### config.mk
export PLATFORM = sky130hd
export DESIGN_NAME = jpeg_blk_ctrl
export DESIGN_NICKNAME = d
export VERILOG_FILES = /design/src/rtl/jpeg_blk_ctrl.sv
export SDC_FILE = /design/constraint.sdc
export NUM_CORES = 1
export LEC_CHECK = 0
export ABC_AREA = 1
export ABC_CLOCK_PERIOD_IN_PS = 2190
export CAP_MARGIN = 40
export CORE_ASPECT_RATIO = 0.9
export CORE_MARGIN = 1.5
export CORE_UTILIZATION = 40
export CTS_BUF_LIST = sky130_fd_sc_hd__clkbuf_16
export DETAILED_ROUTE_END_ITERATION = 10
export PLACE_DENSITY = 0.68
export SLEW_MARGIN = 20
export SYNTH_ARGS = -nofsm -noshare
export SYNTH_HDL_FRONTEND = slang
export SYNTH_SLANG_ARGS = --single-unit
### constraint.sdc
create_clock -name clk -period 2.19 [get_ports clk]
set_input_delay 0.438 -clock clk [delete_from_list [all_inputs] [get_ports clk]]
set_output_delay 0.438 -clock clk [all_outputs]
set_load 0.01 [all_outputs]
### src/rtl/jpeg_blk_ctrl.sv
// Sequencing controller for the 64-coefficient JPEG holding register: staging-buffer fill,
// latch pulse and valid/ready block delivery. Define JPEG_BLK_CTRL_ZIGZAG_EN for zig-zag slots.
module jpeg_blk_ctrl #(
    parameter int N_COEF = 64,
    parameter int ADDR_W = 6
) (
    input  logic              clk,
    input  logic              reset,
    input  logic              in_valid,
    output logic              in_ready,
    input  logic              flush,
    output logic              wr_en,
    output logic [ADDR_W-1:0] wr_addr,
    output logic              latch_en,
    output logic              blk_valid,
    input  logic              blk_ready,
    output logic [ADDR_W:0]   fill_cnt,
    output logic [15:0]       blk_cnt
);

    typedef enum logic [1:0] {StIdle, StFill, StXfer, StWait} state_e;

    localparam logic [ADDR_W:0] LAST_CNT = (ADDR_W+1)'(N_COEF - 1);

    state_e          state;
    logic [ADDR_W:0] cnt;
    logic            accept;
    logic            handshake;
    logic [ADDR_W-1:0] slot;

`ifdef JPEG_BLK_CTRL_ZIGZAG_EN
    localparam logic [5:0] ZIGZAG [64] = '{
         0,  1,  8, 16,  9,  2,  3, 10, 17, 24, 32, 25, 18, 11,  4,  5,
        12, 19, 26, 33, 40, 48, 41, 34, 27, 20, 13,  6,  7, 14, 21, 28,
        35, 42, 49, 56, 57, 50, 43, 36, 29, 22, 15, 23, 30, 37, 44, 51,
        58, 59, 52, 45, 38, 31, 39, 46, 53, 60, 61, 54, 47, 55, 62, 63
    };
    assign slot = ADDR_W'(ZIGZAG[cnt[5:0]]);
`else
    assign slot = cnt[ADDR_W-1:0];
`endif

    assign in_ready  = (state == StIdle) || (state == StFill);
    assign accept    = in_valid & in_ready;
    assign wr_en     = accept;
    // Address is only meaningful while accepting; hold it at 0 when the buffer is full.
    assign wr_addr   = in_ready ? slot : '0;
    assign latch_en  = (state == StXfer);
    assign handshake = blk_valid & blk_ready;
    assign fill_cnt  = cnt;

    always_ff @(posedge clk or negedge reset) begin
        if (!reset) begin
            state     <= StIdle;
            cnt       <= '0;
            blk_valid <= 1'b0;
            blk_cnt   <= '0;
        end else begin
            if (handshake) begin
                blk_valid <= 1'b0;
                blk_cnt   <= blk_cnt + 16'd1;
            end
            unique case (state)
                StIdle, StFill: begin
                    if (flush) begin
                        state <= StIdle;
                        cnt   <= '0;
                    end else if (accept) begin
                        cnt <= cnt + 1'b1;
                        if (cnt == LAST_CNT) begin
                            // Latch straight away if the holding register is free or freed now.
                            state <= (!blk_valid || blk_ready) ? StXfer : StWait;
                        end else begin
                            state <= StFill;
                        end
                    end
                end
                StWait: begin
                    if (flush) begin
                        state <= StIdle;
                        cnt   <= '0;
                    end else if (handshake) begin
                        state <= StXfer;
                    end
                end
                StXfer: begin
                    state     <= StIdle;
                    cnt       <= '0;
                    blk_valid <= 1'b1;
                end
                default: state <= StIdle;
            endcase
        end
    end

endmodule
; ---- Word-level counts from Yosys, hierarchy flattened
; Cells that the tools add are included.
[op_classes]
n_addsub = 2
reduce_logical = 8
muxes = 14
n_eq_ne = 7
bitwise = 2
[op_table]
columns = operator, n
row1 = $mux W7, 3
row2 = $pmux W7 S3, 1
row3 = $add A16 B1 Y16 const B, 1
row4 = $mux W2, 5
row5 = $add A7 B1 Y7 const B, 1
row6 = $eq A7 B6 Y1 const B, 1
row7 = $mux W6, 1
row8 = $ne A3 B3 Y1 const B, 2
row9 = $pmux W2 S3, 1
row10 = $eq A2 B2 Y1 const B, 2
row11 = $reduce_and A2 Y1, 2
row12 = $mux W1, 3
row13 = $and A1 B1 Y1, 2
row14 = $eq A2 B1 Y1 const B, 1
row15 = $logic_not A2 Y1, 1
row16 = $logic_or A1 B1 Y1, 2
row17 = $ne A2 B2 Y1 const B, 1
row18 = $reduce_bool A2 Y1, 1
row19 = $reduce_or A2 Y1, 1
row20 = $logic_not A1 Y1, 1
[totals]
input_bits = 5
elab_cells = 37
output_inout_bits = 33
ff_bits = 26

; ---- Logic depth before layout (Yosys ltp)
[logic_depth]
ltp_word = 7
depth_mapped = 9

; ---- Worst setup path after synthesis
; OpenSTA, ideal clock, no wires.
[synth_timing]
kind = register to register
start = register blk_cnt[0]
end = register blk_cnt[12]
setup_ns = 0.113
required_ns = 2.077
n_path_buf = 0
stages_incl_launch_ff = 9
slack_ns = 0.910
arrival_time_ns = 1.167
path_cell_list = dfrtp_1 > ha_1 > inv_1 > nor2_4 > nand2_4 > nor2_8 > nand3_1 > nand2_1 > inv_1
[synth_via]
elab_chain_cells = 1
[synth_lines]
columns = element, line_no
row1 = from (decl), 18  ; output logic [15:0] blk_cnt
row2 = from (signal assigned), 61  ; blk_cnt <= blk_cnt + 16'd1;
row3 = $add A16 B1 Y16, 61
; No other way between the ends.
; A chain may end at the register's enable or synchronous reset.

; ---- Final worst setup path
[layout_timing]
start = input in_valid
end = output wr_en
[layout_via]
elab_chain_cells = 1
[layout_lines]
columns = element, line_no
row1 = from (decl), 9  ; input logic in_valid,
row2 = $and A1 B1 Y1, 44  ; assign accept = in_valid & in_ready;
row3 = to (decl), 12  ; output logic wr_en,
; No other way between the ends.

==> flow_summary.json <==
{
  "status": "completed",
  "hpwlAfterDp_um": 2150,
  "finalClockSkew_ps": 2.04,
  "period_share": 0.951,
  "reg2reg_from": "state[1]",
  "worstSetupEndpointType": "output pin",
  "htree_levels": 1,
  "vdd_drop_max_mv": 0.511,
  "r2r_setup_slack_ps": 820,
  "grt_pass1_vias": 1080,
  "yosysWarnings": 0,
  "p_leak_nw": 0.946,
  "power_density_mw_per_mm2": 700,
  "drc": 0,
  "tns_ps": 0,
  "design_area_mm2": 0.00188,
  "crit_arrival_ps": 1650,
  "cts-root-buf": "clkbuf_16",
  "grt.total_usage": 0.155,
  "synth_cell_types": 24,
  "dr.pass1.iters": 4,
  "worstSkewPairLatency_ps": 250,
  "routed_wl_um": 2720,
  "period_minus_slack_ps": 2080,
  "layoutNonFillerInstCount": 252,
  "post_cts_resized": 0,
  "tightest_slew_ps": 338,
  "min-delay-start": "blk_cnt[9]",
  "fp.dieH_um": 58.7,
  "place_area_mm2": 0.00180,
  "grt_pass1_wl_um": 4630,
  "grt_start_max_net_pins": 27,
  "hold_depth": 1,
  "rows": 20,
  "final_antenna_net_count": 0,
  "hold_buffers": 0,
  "slew_headroom": 0.774,
  "wl_per_cell_um": 10.8,
  "syn_nets": 174,
  "ys_seq_area_frac": 0.471,
  "n_antenna_cell": 0,
  "maxCapViolCount": 0,
  "finalSetupViolCount": 0,
  "port_buffers": 37,
  "cpMaxStageDelayCell": "clkdlybuf4s50_1",
  "area_delta_synth_final_pct": 36.3,
  "cpMostUsedCell": "clkdlybuf4s50_1",
  "design.die.area_mm2": 0.00381,
  "fin_hold_ws_ps": 518,
  "hold_viol_final": 0,
  "drt_iter0_markers": 48,
  "synth_cells": 167,
  "die_w_um": 64.9,
  "cts_tree": "built",
  "place.gp.congestion": 0.822,
  "final_core_util": 0.565,
  "rr_endpoint": "fill_cnt[4]",
  "startpoint_type": "input pin",
  "worst_hold_path.endpoint": "blk_cnt[9]",
  "post_drt_via_cell_ratio": 4.67,
  "cts_buffer_depth": 2,
  "path_max_fanout": 3,
  "post_cts_buffers": 0,
  "cp.required_ps": 1750,
  "multi_input_area_um2": 609,
  "grt_overflow": 0,
  "io_pins": 38,
  "rsz0062_at_grt": "false",
  "numCtsBuffers": 3,
  "dp_cells": 248,
  "drv_slew": 0,
  "cpPeakStageDelay_ps": 530,
  "hp-class": "reg -> reg",
  "crit_type": "in -> out",
  "cts.sinks": 26,
  "fillers": 292,
  "crit_chain": "clkdlybuf4s50_1, nand2_2, inv_1, clkdlybuf4s50_1",
  "ff_latch_area_um2": 651,
  "layout-drive-gt1-share": 0.0865,
  "path_clk_slew_ps": 60,
  "start_util": 0.415,
  "fmax_mhz": 480,
  "r2r_cells": 7,
  "synth_area_per_cell_um2": 8.26,
  "core_area_mm2": 0.00333,
  "nNetsFinal": 216,
  "via_count": 1178,
  "antenna_found_initial": 0,
  "synth_area_mm2": 0.00138,
  "synth_seq_cells": 26
}
## cells in the final DEF (no fill, tap or decap)
| cell | count |
|---|---|
| nor2_1 | 20 |
| nand3_2 | 1 |
| clkbuf_16 | 3 |
| nand3b_1 | 1 |
| a21oi_1 | 4 |
| ha_1 | 2 |
| nor2_2 | 1 |
| o22ai_1 | 2 |
| nor3_1 | 3 |
| inv_1 | 28 |
| nand4_1 | 3 |
| xnor2_1 | 5 |
| xor2_1 | 7 |
| nand2_2 | 5 |
| dfrtp_1 | 26 |
| o21ai_1 | 2 |
| clkinv_1 | 1 |
| clkdlybuf4s50_1 | 37 |
| buf_4 | 1 |
| nor2_4 | 2 |
| nand2_1 | 39 |
| inv_2 | 1 |
| nand2_4 | 2 |
| nor2_8 | 1 |
| o21ai_0 | 4 |
| mux2_2 | 1 |
| nand3_1 | 6 |
## state kept, by name, summed over array words and instances (netlist names)
name / flops
blk_valid: 1
fill_cnt: 7
blk_cnt: 16
state: 2
## synth_stat cells
master | number | share of area
nand2_1 | 39 | 0.11
inv_1 | 28 | 0.076
dfrtp_1 | 26 | 0.47
nor2_1 | 20 | 0.054
xor2_1 | 7 | 0.044
nand3_1 | 6 | 0.022
nand2_2 | 5 | 0.023
xnor2_1 | 5 | 0.032
a21oi_1 | 4 | 0.015
o21ai_0 | 4 | 0.015
nand4_1 | 3 | 0.014
nor3_1 | 3 | 0.011
ha_1 | 2 | 0.018
nand2_4 | 2 | 0.016
nor2_4 | 2 | 0.016
o21ai_1 | 2 | 0.0073
o22ai_1 | 2 | 0.0091
buf_6 | 1 | 0.0082
inv_2 | 1 | 0.0027
mux2_2 | 1 | 0.0082
nand3_2 | 1 | 0.0073
nand3b_1 | 1 | 0.0054
nor2_2 | 1 | 0.0045
nor2_8 | 1 | 0.015
## power by group
group | leakage (nW) | total [mW] | switching (mW) | internal, mW
registers | 0.335 | 0.611 | 0.0750 | 0.536
logic | 0.572 | 0.306 | 0.141 | 0.165
clock network | 0.0385 | 0.399 | 0.155 | 0.244
total | 0.946 | 1.32 | 0.372 | 0.945
## per-stage QoR
step / total power, mW / setup slack [ps]
after floorplan: 0.759 / 910
after global placement: 0.921 / 130
after detailed placement: 0.930 / 109
after CTS: 1.33 / 105
after global routing: 1.40 / 59.0
final: 1.32 / 107
## layer usage
layer  track usage  vias to the layer above  share of wire
li1              -                      593              -
met1         0.216                      555           0.48
met2         0.236                       30           0.48
met3        0.0363                        0          0.040
met4        0.0608                        0              0
met5             0                        -              0
## cells by family (layout without fill, tap and decap cells)
group,after synthesis,after routing,synth area share
AOI/OAI and AO/OA,12,12,0.0453
xor gates and xnor gates,12,12,0.0762
adders and majority gates,2,2,0.0181
buffers and inverters,30,71,0.0870
DFF,26,26,0.471
muxes,1,1,0.00816
and+or+nand+nor,84,84,0.294
## area by class of cell
cell class              count  area share
clock buffers               3      0.0399
clock inverters             1     0.00200
inverters                  29      0.0579
multi-input cells         111       0.324
flip-flops and latches     26       0.346
well taps                  44      0.0293
repair buffers             38       0.201
## worst max path at each step
| stage | from | endpoint | slack, ps |
|---|---|---|---|
| floorplan | blk_cnt[0] | blk_cnt[12] | 910 |
| global placement | in_valid | wr_en | 130 |
| detailed placement | in_valid | wr_en | 110 |
| CTS | in_valid | wr_en | 110 |
| global route | in_valid | wr_en | 60 |
| finish | in_valid | wr_en | 110 |
## critical path: cells and delay by family
family,cells,cell delay (ps)
buf+inv,3,1120
simple gates,1,90
Note: power is estimated with default switching activity, not from simulation.
==> edit: new RTL, same flow settings <==
Re-encode `state_e` (4 states) as one-hot, 4 bits wide.
--- a/src/rtl/jpeg_blk_ctrl.sv
+++ b/src/rtl/jpeg_blk_ctrl.sv
@@ -18,7 +18,7 @@
     output logic [15:0]       blk_cnt
 );
 
-    typedef enum logic [1:0] {StIdle, StFill, StXfer, StWait} state_e;
+    typedef enum logic [3:0] {StIdle = 4'b0001, StFill = 4'b0010, StXfer = 4'b0100, StWait = 4'b1000} state_e;
 
     localparam logic [ADDR_W:0] LAST_CNT = (ADDR_W+1)'(N_COEF - 1);
 
Function: no difference found for any inputs over 10 cycles, from zero or initial values and one cycle with reset low; not proved beyond that.
==> edit against the original RTL <==
Utilization up 0.64 points. First-iteration DRC count up 15%. Total power up 31%. Sequential cell count up 2. Cell area up 17%. Maximum frequency up 0.79%. Area after synthesis up 20%. Sequential power up 6.2%. Setup slack better by 16 ps. Wire length up 25%. Worst hold slack worse by 43 ps. Critical endpoint is now in_ready.
==> edit: results (changes against the original RTL) <==
Run status:
- The run finished with clean final reports.

Placed design:
- The setup slack after placement was 83.02 ps (-25.82 ps).
- The number of port buffers is 37 (unchanged).
- The global placer's final weighted congestion is 0.8224 (+0.11%).
- The total half-perimeter wirelength after legalization and detailed placement is 2.435 mm (+13%).

STA:
- The final setup violation count is 0 (unchanged).
- The worst clock skew came to 7.416 ps (+5.380 ps).
- The actual transition at the worst max-transition pin is 357.7 ps (+19.24 ps).
- The count of pins over their slew limit is 0 (unchanged).

Clocking:
- The number of CTS-inserted buffers is 3 (unchanged).
- After clock tree synthesis, the clock-pin slew on the worst setup and hold paths is about 70 ps.
- The number of levels the H-tree was split into was 1 (unchanged).
- The clock root buffer is clkbuf_16.
- The maximum clock insertion buffer count is 2 (unchanged).
- The later-pin clock latency in the skew report is 270 ps (+20 ps).

GRT:
- The maximum number of pins on one net before global-route repair is 29 (+7.4%).
- The global-route usage over all layers is 0.1666 (+0.01147).
- The met3 track utilization from global routing is 0.03943 (+0.003103).
- The number of antenna violations at the first check in global routing is 0 (unchanged).
- The first-pass GRT wire length came to 6.072 mm (+31%).
- The met1 track demand over resource in global routing came to 0.2228 (+0.006826).
- The global routing met2 resource utilization came to 0.2699 (+0.03422).
- The number of global-route vias before repair came to 1352 (+25%).

Worst setup path:
- The top cell family by delay on the critical path is buffers and inverters.
- On the critical path, the stage with the largest delay is an instance of dfstp_2.
- The maximum fanout encountered on the critical timing path is 4 (+1).
- The largest incremental delay on the critical path was 580 ps (+50 ps).
- The arrival time at the worst endpoint was 1630 ps (-20 ps).
- The logic depth of the worst register-to-register path is 8 (+1).

Final layout:
- The proportion of layout cells with a drive suffix above 1 is 0.1220 (+0.03551).
- The number of antenna repair diodes is 0 (unchanged).
- The number of nets in the layout is 262 (+21%).
- The flip-flop count of the largest register, all copies and words added is 16 (unchanged).
- The largest register by flop count is blk_cnt.

Routing:
- The per-cell via count in the routed design is 4.790 (+2.5%).
- The first-pass iteration count of the detailed router is 5 (+1).
- The wire length per cell is 11.37 µm (+5.3%).
- The number of DRC markers in iteration 0 was 55 (+15%).

Power and ir drop:
- The worst IR drop on VDD came to 0.5027 mV (-1.7%).
- The leakage power was 1.095 nW (+16%).

Synthesis:
- The post-synth net total is 219 (+26%).
- The commonest cells after synthesis are nand2_1, inv_1, dfrtp_1.
- Yosys attributes the largest share of cell area to dfrtp_1, nand2_1, inv_1.
- The async set-or-reset flop fraction in the synthesized netlist is 1.000 (unchanged).
- The number of distinct library cells after synthesis came to 28 (+17%).
- The dominant synthesized flop cell is dfrtp_1.
- The part of the Yosys area used for sequential elements was 0.4247 (-0.04676).
- The total number of yosys warnings is 0 (unchanged).

Hold path:
- The number of cells on the worst hold path was 1 (unchanged).
- The worst hold path belongs to the class reg -> reg.
==> edit: cell types whose count changed after synthesis, moves of 4 or more <==
cell and delta:
nor2_1 +6, nor2_2 +4, nand4_1 +4, nand2_1 +23, nand3_1 +8
==> edit: final timing paths <==
path                               end  slack (ps)         from
setup reg to reg           fill_cnt[1]         650     state[0]
max in group asynchronous     state[0]        1340        reset
setup / recovery              in_ready         120     state[0]
hold reg to reg            blk_cnt[15]         470  blk_cnt[15]
min in group asynchronous     state[1]         550        reset
hold / removal             blk_cnt[15]         470  blk_cnt[15]
==> edit: per-layer routing <==
layer	vias to the layer above	part of all wire
met5	-	0
met1	637	0.48
met4	0	0.011
met2	43	0.45
met3	5	0.061
li1	752	-
==> edit: final cells by class <==
class / instances / area, µm²
repair buffers: 39 / 376.6
fillers: 372 / 1644
clock buffers: 3 / 75.07
multi-input cells: 154 / 842.1
well taps: 46 / 57.56
clock inverters: 1 / 30.03
flip-flops and latches: 28 / 701.9
inverters: 29 / 108.9
==> edit: cells by family after synthesis <==
family | share of synthesized area
and+or+nand+nor | 0.3989
AOI/OAI and AO/OA | 0.03407
xor gates and xnor gates | 0.05829
adders and majority gates | 0.01514
DFF | 0.4247
buffers and inverters | 0.06888
==> edit: per-stage QoR <==
| step | instances | instance area, µm² | hold slack (ps) |
|---|---|---|---|
| 6_report | 300 | 2192 | 474.2 |
| 5_1_grt | 300 | 2192 | 488.6 |
| 4_1_cts | 299 | 2180 | 481.9 |
| 3_5_place_dp | 295 | 2083 | 472.2 |
| 3_3_place_gp | 295 | 2083 | 467.8 |
| 2_1_floorplan | 212 | 1653 | 142.4 |
==> edit: timing repair <==
item / 4_1_cts / 5_1_grt
pin swaps: 0 / 0
setup endpoints to repair: 7 / 2
buffers inserted: 0 / 1
gates resized for setup: 7 / 1
==> edit: worst reg2reg max path, stage by stage (launching register included) <==
cell and delay [ps]:
dfstp_2 580, nand2_1 110, nand3_4 100, buf_4 170, nor2_4 50, nand2_2 90
nand3_2 160, nand2_1 110, nand2_1 60
==> edit: power by group <==
part	switching, W	internal [W]	leakage (nW)
Combinational	0.000293	0.000234	0.678
Clock	0.000185	0.000364	0.0511
Sequential	0.0000821	0.000566	0.365
